**src/rtl/stack_lifo.sv**
```systemverilog
// Synchronous LIFO stack with registered pop data, swap and bypass handling.
// Optional sticky overflow/underflow flag enabled by defining STACK_ERR_EN.
module stack_lifo #(
  parameter int WIDTH = 4,
  parameter int DEPTH = 8,
  parameter int CW    = $clog2(DEPTH + 1)
) (
  input  logic             clk,
  input  logic             nrst,
  input  logic             push,
  input  logic             pop,
  input  logic [WIDTH-1:0] din,
  output logic [WIDTH-1:0] dout,
  output logic             empty,
  output logic             full,
`ifdef STACK_ERR_EN
  output logic             err,
`endif
  output logic [CW-1:0]    count
);

  localparam int AW = $clog2(DEPTH);

  logic [WIDTH-1:0] mem [DEPTH];
  logic [AW-1:0]    ptr;
  logic [AW-1:0]    top;
  logic             do_push;
  logic             do_pop;
  logic             do_swap;
  logic             do_bypass;

  assign empty = (count == '0);
  assign full  = (count == CW'(DEPTH));

  // ptr/top are only used when the matching op is legal, so truncation is safe.
  assign ptr = AW'(count);
  assign top = AW'(count - CW'(1));

  assign do_push   = push & ~pop & ~full;
  assign do_pop    = pop & ~push & ~empty;
  assign do_swap   = push & pop & ~empty;
  assign do_bypass = push & pop & empty;

  always_ff @(posedge clk) begin
    if (!nrst) begin
      count <= '0;
      dout  <= '0;
    end else begin
      if (do_push) begin
        count <= count + CW'(1);
      end else if (do_pop) begin
        count <= count - CW'(1);
        dout  <= mem[top];
      end else if (do_swap) begin
        dout  <= mem[top];
      end else if (do_bypass) begin
        dout  <= din;
      end
    end
  end

  // Storage is not reset; contents beyond count are never observed.
  always_ff @(posedge clk) begin
    if (nrst) begin
      if (do_push) begin
        mem[ptr] <= din;
      end else if (do_swap) begin
        mem[top] <= din;
      end
    end
  end

`ifdef STACK_ERR_EN
  always_ff @(posedge clk) begin
    if (!nrst) begin
      err <= 1'b0;
    end else if ((push & ~pop & full) | (pop & ~push & empty)) begin
      err <= 1'b1;
    end
  end
`endif

endmodule

```
**config.mk**
```make
export PLATFORM = sky130hd
export DESIGN_NAME = stack_lifo
export DESIGN_NICKNAME = d
export VERILOG_FILES = /design/src/rtl/stack_lifo.sv
export SDC_FILE = /design/constraint.sdc
export NUM_CORES = 1
export LEC_CHECK = 0
export ABC_CLOCK_PERIOD_IN_PS = 7590
export BUFFER_PORTS_ARGS = -buffer_cell sky130_fd_sc_hd__buf_2
export CAP_MARGIN = 10
export CORE_MARGIN = 3
export CORE_UTILIZATION = 50
export CTS_BUF_LIST = sky130_fd_sc_hd__clkbuf_16
export DETAILED_ROUTE_END_ITERATION = 16
export PLACE_DENSITY = 0.69
export SLEW_MARGIN = 30
export SYNTH_ARGS = -nofsm -noshare
export SYNTH_HDL_FRONTEND = slang
export SYNTH_SLANG_ARGS = --single-unit
```
**constraint.sdc**
```tcl
create_clock -name clk -period 7.59 [get_ports clk]
set_clock_uncertainty 0.15 [all_clocks]
set_input_delay 1.518 -clock clk [delete_from_list [all_inputs] [get_ports clk]]
set_output_delay 1.518 -clock clk [all_outputs]
set_load 0.01 [all_outputs]
```
Yosys cells after proc, flatten, opt, wreduce, memory -nomap -nowiden. Memory sizes are Yosys's and may differ from the RTL's. Index checks and enable logic that the tools add are counted.

Register bits: 8. RAM bits: 32. Input bits: 8. Output and inout bits: 10. Logic and storage cells: 38. Memories kept: 1.

Memory list: mem (words 8, bits a word 4, rd ports 1, clocked after memory_dff 0, wr ports 1, RTL line 24) `logic [WIDTH-1:0] mem [DEPTH];`.

Add/sub/neg operators: 2. Equality and inequality tests: 1. Muxes and demuxes: 15. Bitwise gates (word level): 12. Reduce and logical (&&, ||, !) cells: 5.

Operators by type and width (count): 2-to-1 mux 4 bit (6); 2-to-1 mux 1 bit (8); bitwise AND 1 bit (7); inverter 1 bit (5); adder 4 x 1 -> 4 bit, second input constant (1); equality test 4 bit, second input constant (1); logical NOT 4 bit (1); OR reduction 4 bit (1); subtractor 4 x 1 -> 4 bit, second input constant (1); 2-to-1 mux 3 bit (1); nonzero test 3 bit (1); AND reduction 2 bit (1); nonzero test 2 bit (1).

Longest topological paths before layout. Gate-level depths: netlist of the first run.

Depth in word-level cells: 9. Depth in mapped cells: 9. Depth with buffers taken out: 7.

Worst setup path before layout of the first run. Ideal clock, no wire load.

Path kind: register to output. Start point: register count[0]. End point: output full. Arrival: 1497 ps. Required time: 5922 ps. Path slack: 4425 ps. Stages on the path, launching flop included: 6. Path buffers: 2. Path through: dfxtp_1 > clkbuf_1 > inv_2 > ha_1 > clkbuf_1 > and3b_1.

Cells in the longest elaborated chain, start to end: 1.

Ends and longest elaborated chain: start, declared (RTL line 19) `output logic [CW-1:0] count`; start signal, assigned (RTL line 50) `count <= count + CW'(1);`; start signal, assigned (RTL line 52) `count <= count - CW'(1);`; equality test 4 bit (RTL line 33) `assign full = (count == CW'(DEPTH));`; end, declared (RTL line 15) `output logic full,`.

Every way passes these cells.

Worst setup path after layout of the first run.
Start point: register count[0]. End point: output empty.

Cells in the longest elaborated chain, start to end: 1.

Ends and longest elaborated chain: logical NOT 4 bit (RTL line 32) `assign empty = (count == '0);`; end, declared (RTL line 14) `output logic empty,`.

Every way passes these cells.

==> qor.csv, run 1 <==
metric;value;unit
sequential share of the synthesized area;57.6;%
post-synthesis cell count;148;
Achievable Freq;261;MHz
remaining antenna violation count;0;
leakage power of the design;0.000786;uW
Seq pwr share;37.8;%
slew of the pin with the lowest slew margin;0.632;ns
worst vdd ir;0.161;mV
CTS sink count;40;
All-Layer GR Usage;19.7;%
critical path class;flop to output port;
Worst R2R Start;count[0];
largest net degree at the start of global routing;20;
1st-iter DRT viols;141;
num rows;22;
number of global-route vias before repair;1238;
die width;68.4;um
Max Cap Violations;0;
post-DP HPWL;2.83;mm
Clk Tree Root Cell;clkbuf_16;
# IOs;18;
Via density;6.49;
Die H;68.4;um
ant diodes;0;
worst hold start;dout[2];
Syn Nets;158;
RSZ-0062 raised after global routing;no;
hold path cells;2;
initial antenna violation count;0;
Core ar.;3720;um^2
Setup TNS Final;0;ns
port buffer count;17;
Worst EP arrival;2.16;ns
Buffers & Inverters on Critical Path;3;
Pint;509;uW
worst path required time;5.92;ns
Synth Area per Inst;13.1;um^2
leading cell type in the layout, fill and taps excluded;edfxtp_1;
Final Hold Fails;0;
Initial DRT Pass Iterations;4;
most area-consuming cells after synthesis;edfxtp_1 49%, mux4_2 9.3%, dfxtp_1 8.2%, a21oi_1 2.1%, nor4_1 1.9%;
Synth async-reset ratio;0;%
fin worst setup slack;3.76;ns
CP most frequent cell;inv_2;
ratio of total power to cell area;312;nW/um^2
CTS tree;built;
share of post-route cells with drive strength above 1;23.9;%
Hold Buf Count CTS;0;
Pwr Total;698;uW
CTS buffer count;5;
switching share of power;27.1;%
synth warn;0;
CP max-delay cell;ha_1;
Clock Pin Slew Worst Setup and Hold Paths;0.06;ns
area leader, netlist;edfxtp_1;
drt drc;0;
post-CTS setup buffers;0;
combinational share of power;24.1;%
period utilisation layout;50.4;%
Area growth, synth to finish;14.9;%
crit-path cells;inv_2, ha_1, or3b_1, inv_2, buf_2;
CTS H-tree lvls;2;
startpoint type of the worst setup path;flop;
top_reg_cell synth;edfxtp_1;
Die ar.;4680;um^2
Fin Hold WS;0.416;ns
Slew headroom;57.8;%
Clock Power Share;38.1;%
Netlist cell types;42;
Clock Latency Late Sink;0.28;ns
#FFs+latches synth;40;
Worst Hold Class;flop to flop;
worst hold endpoint;dout[2];
Switch Pwr;189;uW
area share of the largest cell type after synthesis;49.4;%
first-pass GRT wire length;6.43;mm
via count;1370;
Worst Path Max Fanout;14;
R2R Setup Slk;4.73;ns
synthesized cell area;1950;um^2
CP delay by family, top;adder cells;
nets@finish;172;
Place WS;4.11;ns
status;completed;
most frequent cells in the layout;32 x edfxtp_1, 17 x buf_2, 8 x mux4_2, 8 x a21oi_1, 8 x dfxtp_1;
worst r2r dst;mem[4][3];
# resized after CTS;0;
Routed WL;4.22;mm
gpl congestion;0.915;
final setup violation count;0;
final slew viol count;0;
Post-synth EDFFs;32;
min cycle time layout;3.83;ns
starting density of the core;52.4;%
Max clock buf depth;2;
total gr overflow;0;
Setup crit end kind;output port;
CP startpoint;count[0];
CP max stage delay;0.50;ns
FF-to-FF path depth;6;
Routed WL per cell;20.0;um
logic make-up (layout without fill, tap and decap cells):
| family | after synthesis | after routing | share of synthesized area (%) |
|---|---|---|---|
| fa+ha+maj | 2 | 2 | 1.29 |
| mux | 12 | 12 | 11.4 |
| flops | 40 | 40 | 57.6 |
| xor+xnor | 3 | 3 | 1.74 |
| simple gates | 40 | 40 | 12.3 |
| compound gates | 33 | 33 | 11.9 |
| buf+inv | 18 | 33 | 3.79 |
final cells by class:
cell class / instances / area [um^2]
sequential: 40 / 1120
tap: 48 / 60.1
fill: 283 / 1480
timing repair buffer: 17 / 85.1
multi-input combinational: 90 / 751
clock buffer: 5 / 125
inverter: 8 / 30.0
clock inverter: 3 / 63.8
Yosys cell counts (3+ instances only):
cell,n
a21oi_1,8
a22oi_1,4
a311oi_1,3
buf_2,5
clkbuf_1,5
dfxtp_1,8
edfxtp_1,32
inv_1,5
inv_2,3
mux2i_1,3
mux4_2,8
nand2_1,3
nand3_1,4
nor2_1,7
nor2b_1,3
nor3_1,4
nor4_1,6
o21ai_0,3
o22ai_1,4
layer usage:
| metal | track usage (%) | part of all wire, % | vias up |
|---|---|---|---|
| li1 | - | - | 620 |
| met1 | 27.1 | 42 | 662 |
| met2 | 30.6 | 48 | 81 |
| met3 | 4.11 | 8.1 | 7 |
| met4 | 7.20 | 1.2 | 0 |
| met5 | 0 | 0 | - |
power by group through the flow:
stage	clock network, uW	logic, uW	registers (uW)
after floorplan	0	130	262
after global placement	0	163	266
after detailed placement	0	166	267
after CTS	270	168	263
after global routing	278	185	264
final	266	169	264
registers in the layout, summed over array words and instances, names as in the netlist:
name / count
dout: 4
count: 4
mem: 32
metrics by stage:
stage	area [um^2]	utilization, %	std cells
global placement	2050	55.1	203
global route	2240	60.2	211
floorplan	1950	-	148
finish	2240	60.2	211
CTS	2240	60.2	211
detailed placement	2050	55.1	203
worst max-delay path by stage:
stage | to | depth (start not counted)
floorplan | full | 5
global route | empty | 5
CTS | empty | 5
finish | empty | 5
detailed placement | empty | 5
global placement | empty | 5
tightest hold or removal path, cell delays in order, from the launching register on:
cell	delay (ns)
dfxtp_1	0.32
a22oi_1	0.07
a21oi_1	0.14
No activity file was read; power rests on OpenSTA's default activity.
==> run 2, diff against run 1 <==
Settings changed: ABC_CLOCK_PERIOD_IN_PS 7590 to 3700.
Clock period 7.59 ns to 3.7 ns, I/O delays scaled along.
==> qor.csv, run 2 (synthesis gave the netlist of run 1 again) <==
metric;value;unit
final setup violation count;0;
leading cell type in the layout, fill and taps excluded;edfxtp_1;
R2R Setup Slk;0.77;ns
Max clock buf depth;2;
CTS tree;built;
first-pass GRT wire length;7.04;mm
slew of the pin with the lowest slew margin;0.664;ns
ant diodes;0;
Final Hold Fails;0;
Buffers & Inverters on Critical Path;3;
worst hold endpoint;dout[2];
leakage power of the design;0.000773;uW
Die H;68.4;um
CP max stage delay;0.50;ns
period utilisation layout;82.9;%
die width;68.4;um
CP delay by family, top;simple AND/OR/NAND/NOR gates;
Worst EP arrival;2.18;ns
share of post-route cells with drive strength above 1;23.9;%
final slew viol count;0;
remaining antenna violation count;0;
total gr overflow;0;
largest register by flop count;mem;
gpl congestion;0.936;
num rows;22;
Hold Buf Count CTS;0;
nets@finish;172;
Setup crit end kind;output port;
post-CTS setup buffers;0;
Slew headroom;55.7;%
ratio of total power to cell area;621;nW/um^2
CTS buffer count;5;
All-Layer GR Usage;21.3;%
starting density of the core;52.4;%
FF-to-FF path depth;6;
port buffer count;17;
CTS sink count;40;
worst hold start;dout[2];
min cycle time layout;3.07;ns
Core ar.;3720;um^2
Via density;6.71;
worst vdd ir;0.264;mV
worst path required time;2.81;ns
hold path cells;2;
Routed WL per cell;21.3;um
most frequent cells in the layout;32 x edfxtp_1, 17 x buf_2, 8 x mux4_2, 8 x a21oi_1, 8 x dfxtp_1;
Setup TNS Final;0;ns
Routed WL;4.49;mm
via count;1415;
Worst Hold Class;flop to flop;
Die ar.;4680;um^2
Pwr Total;1380;uW
Area growth, synth to finish;13.8;%
CP max-delay cell;or3b_1;
Clock Latency Late Sink;0.28;ns
startpoint type of the worst setup path;flop;
status;completed;
Clock Pin Slew Worst Setup and Hold Paths;0.06;ns
Max Cap Violations;0;
RSZ-0062 raised after global routing;no;
CTS H-tree lvls;2;
critical path class;flop to output port;
Clk Tree Root Cell;clkbuf_16;
Initial DRT Pass Iterations;5;
CP most frequent cell;inv_2;
Worst Path Max Fanout;14;
post-DP HPWL;2.99;mm
worst r2r dst;mem[5][0];
Stages on worst setup path;5;
Achievable Freq;326;MHz
Worst R2R Start;count[0];
# IOs;18;
crit-path cells;inv_2, ha_1, or3b_1, inv_2, buf_2;
initial antenna violation count;0;
1st-iter DRT viols;219;
Top Registers;mem (32), count (4), dout (4);
# resized after CTS;0;
drt drc;0;
largest net degree at the start of global routing;20;
number of global-route vias before repair;1327;
max reg flops;32;
-- run 2: changes by cell type in the layout (fill, tap and decap cells not counted), sizes merged --
cell and delta:
inv -1, bufinv -1, clkinv +2
-- run 2: report_power, final --
part,leakage (uW),switching [uW],internal [uW]
clock network,0.0000814,167,317
registers,0.000354,29.9,511
logic,0.000337,202,149
total,0.000773,399,977
-- run 2: per-layer routing --
layer / vias to the layer above / track usage (%) / part of all wire [%]
met5: - / 0 / 0
met4: 0 / 8.44 / 2.1
met3: 16 / 5.25 / 9.2
met2: 95 / 33.0 / 48
met1: 687 / 28.6 / 40
li1: 617 / - / -
-- run 2: worst max path at each step --
| stage | endpoint | slack (ns) | startpoint |
|---|---|---|---|
| floorplan | mem[5][0] | 1.08 | count[0] |
| global placement | mem[5][1] | 1.03 | count[0] |
| detailed placement | mem[5][3] | 0.91 | count[0] |
| CTS | empty | 0.66 | count[0] |
| global route | empty | 0.52 | count[0] |
| finish | empty | 0.63 | count[0] |
-- run 2: through the flow --
step           instances  util [%]  cell area (um^2)  hold slack, ns  setup slack, ns
2_1_floorplan        148         -              1950           0.438             1.08
3_3_place_gp         203      55.1              2050           0.385             1.03
3_5_place_dp         203      55.1              2050           0.408            0.908
4_1_cts              211      59.6              2210           0.421            0.663
5_1_grt              211      59.6              2210           0.458            0.522
6_report             211      59.6              2210           0.418            0.633
-- run 2: area by class of cell --
class | count | area [um^2]
well taps | 48 | 60.1
fillers | 284 | 1500
flip-flops and latches | 40 | 1120
clock inverters | 3 | 42.5
repair buffers | 17 | 85.1
multi-input cells | 90 | 751
clock buffers | 5 | 125
inverters | 8 | 30.0
-- run 2: worst register-to-register path, delay by kind of cell (launching register included) --
| kind | cells | cell delay (ns) |
|---|---|---|
| compound gates | 1 | 0.20 |
| buf+inv | 2 | 0.39 |
| fa+ha+maj | 1 | 0.51 |
| flops | 1 | 0.56 |
| simple gates | 2 | 0.79 |
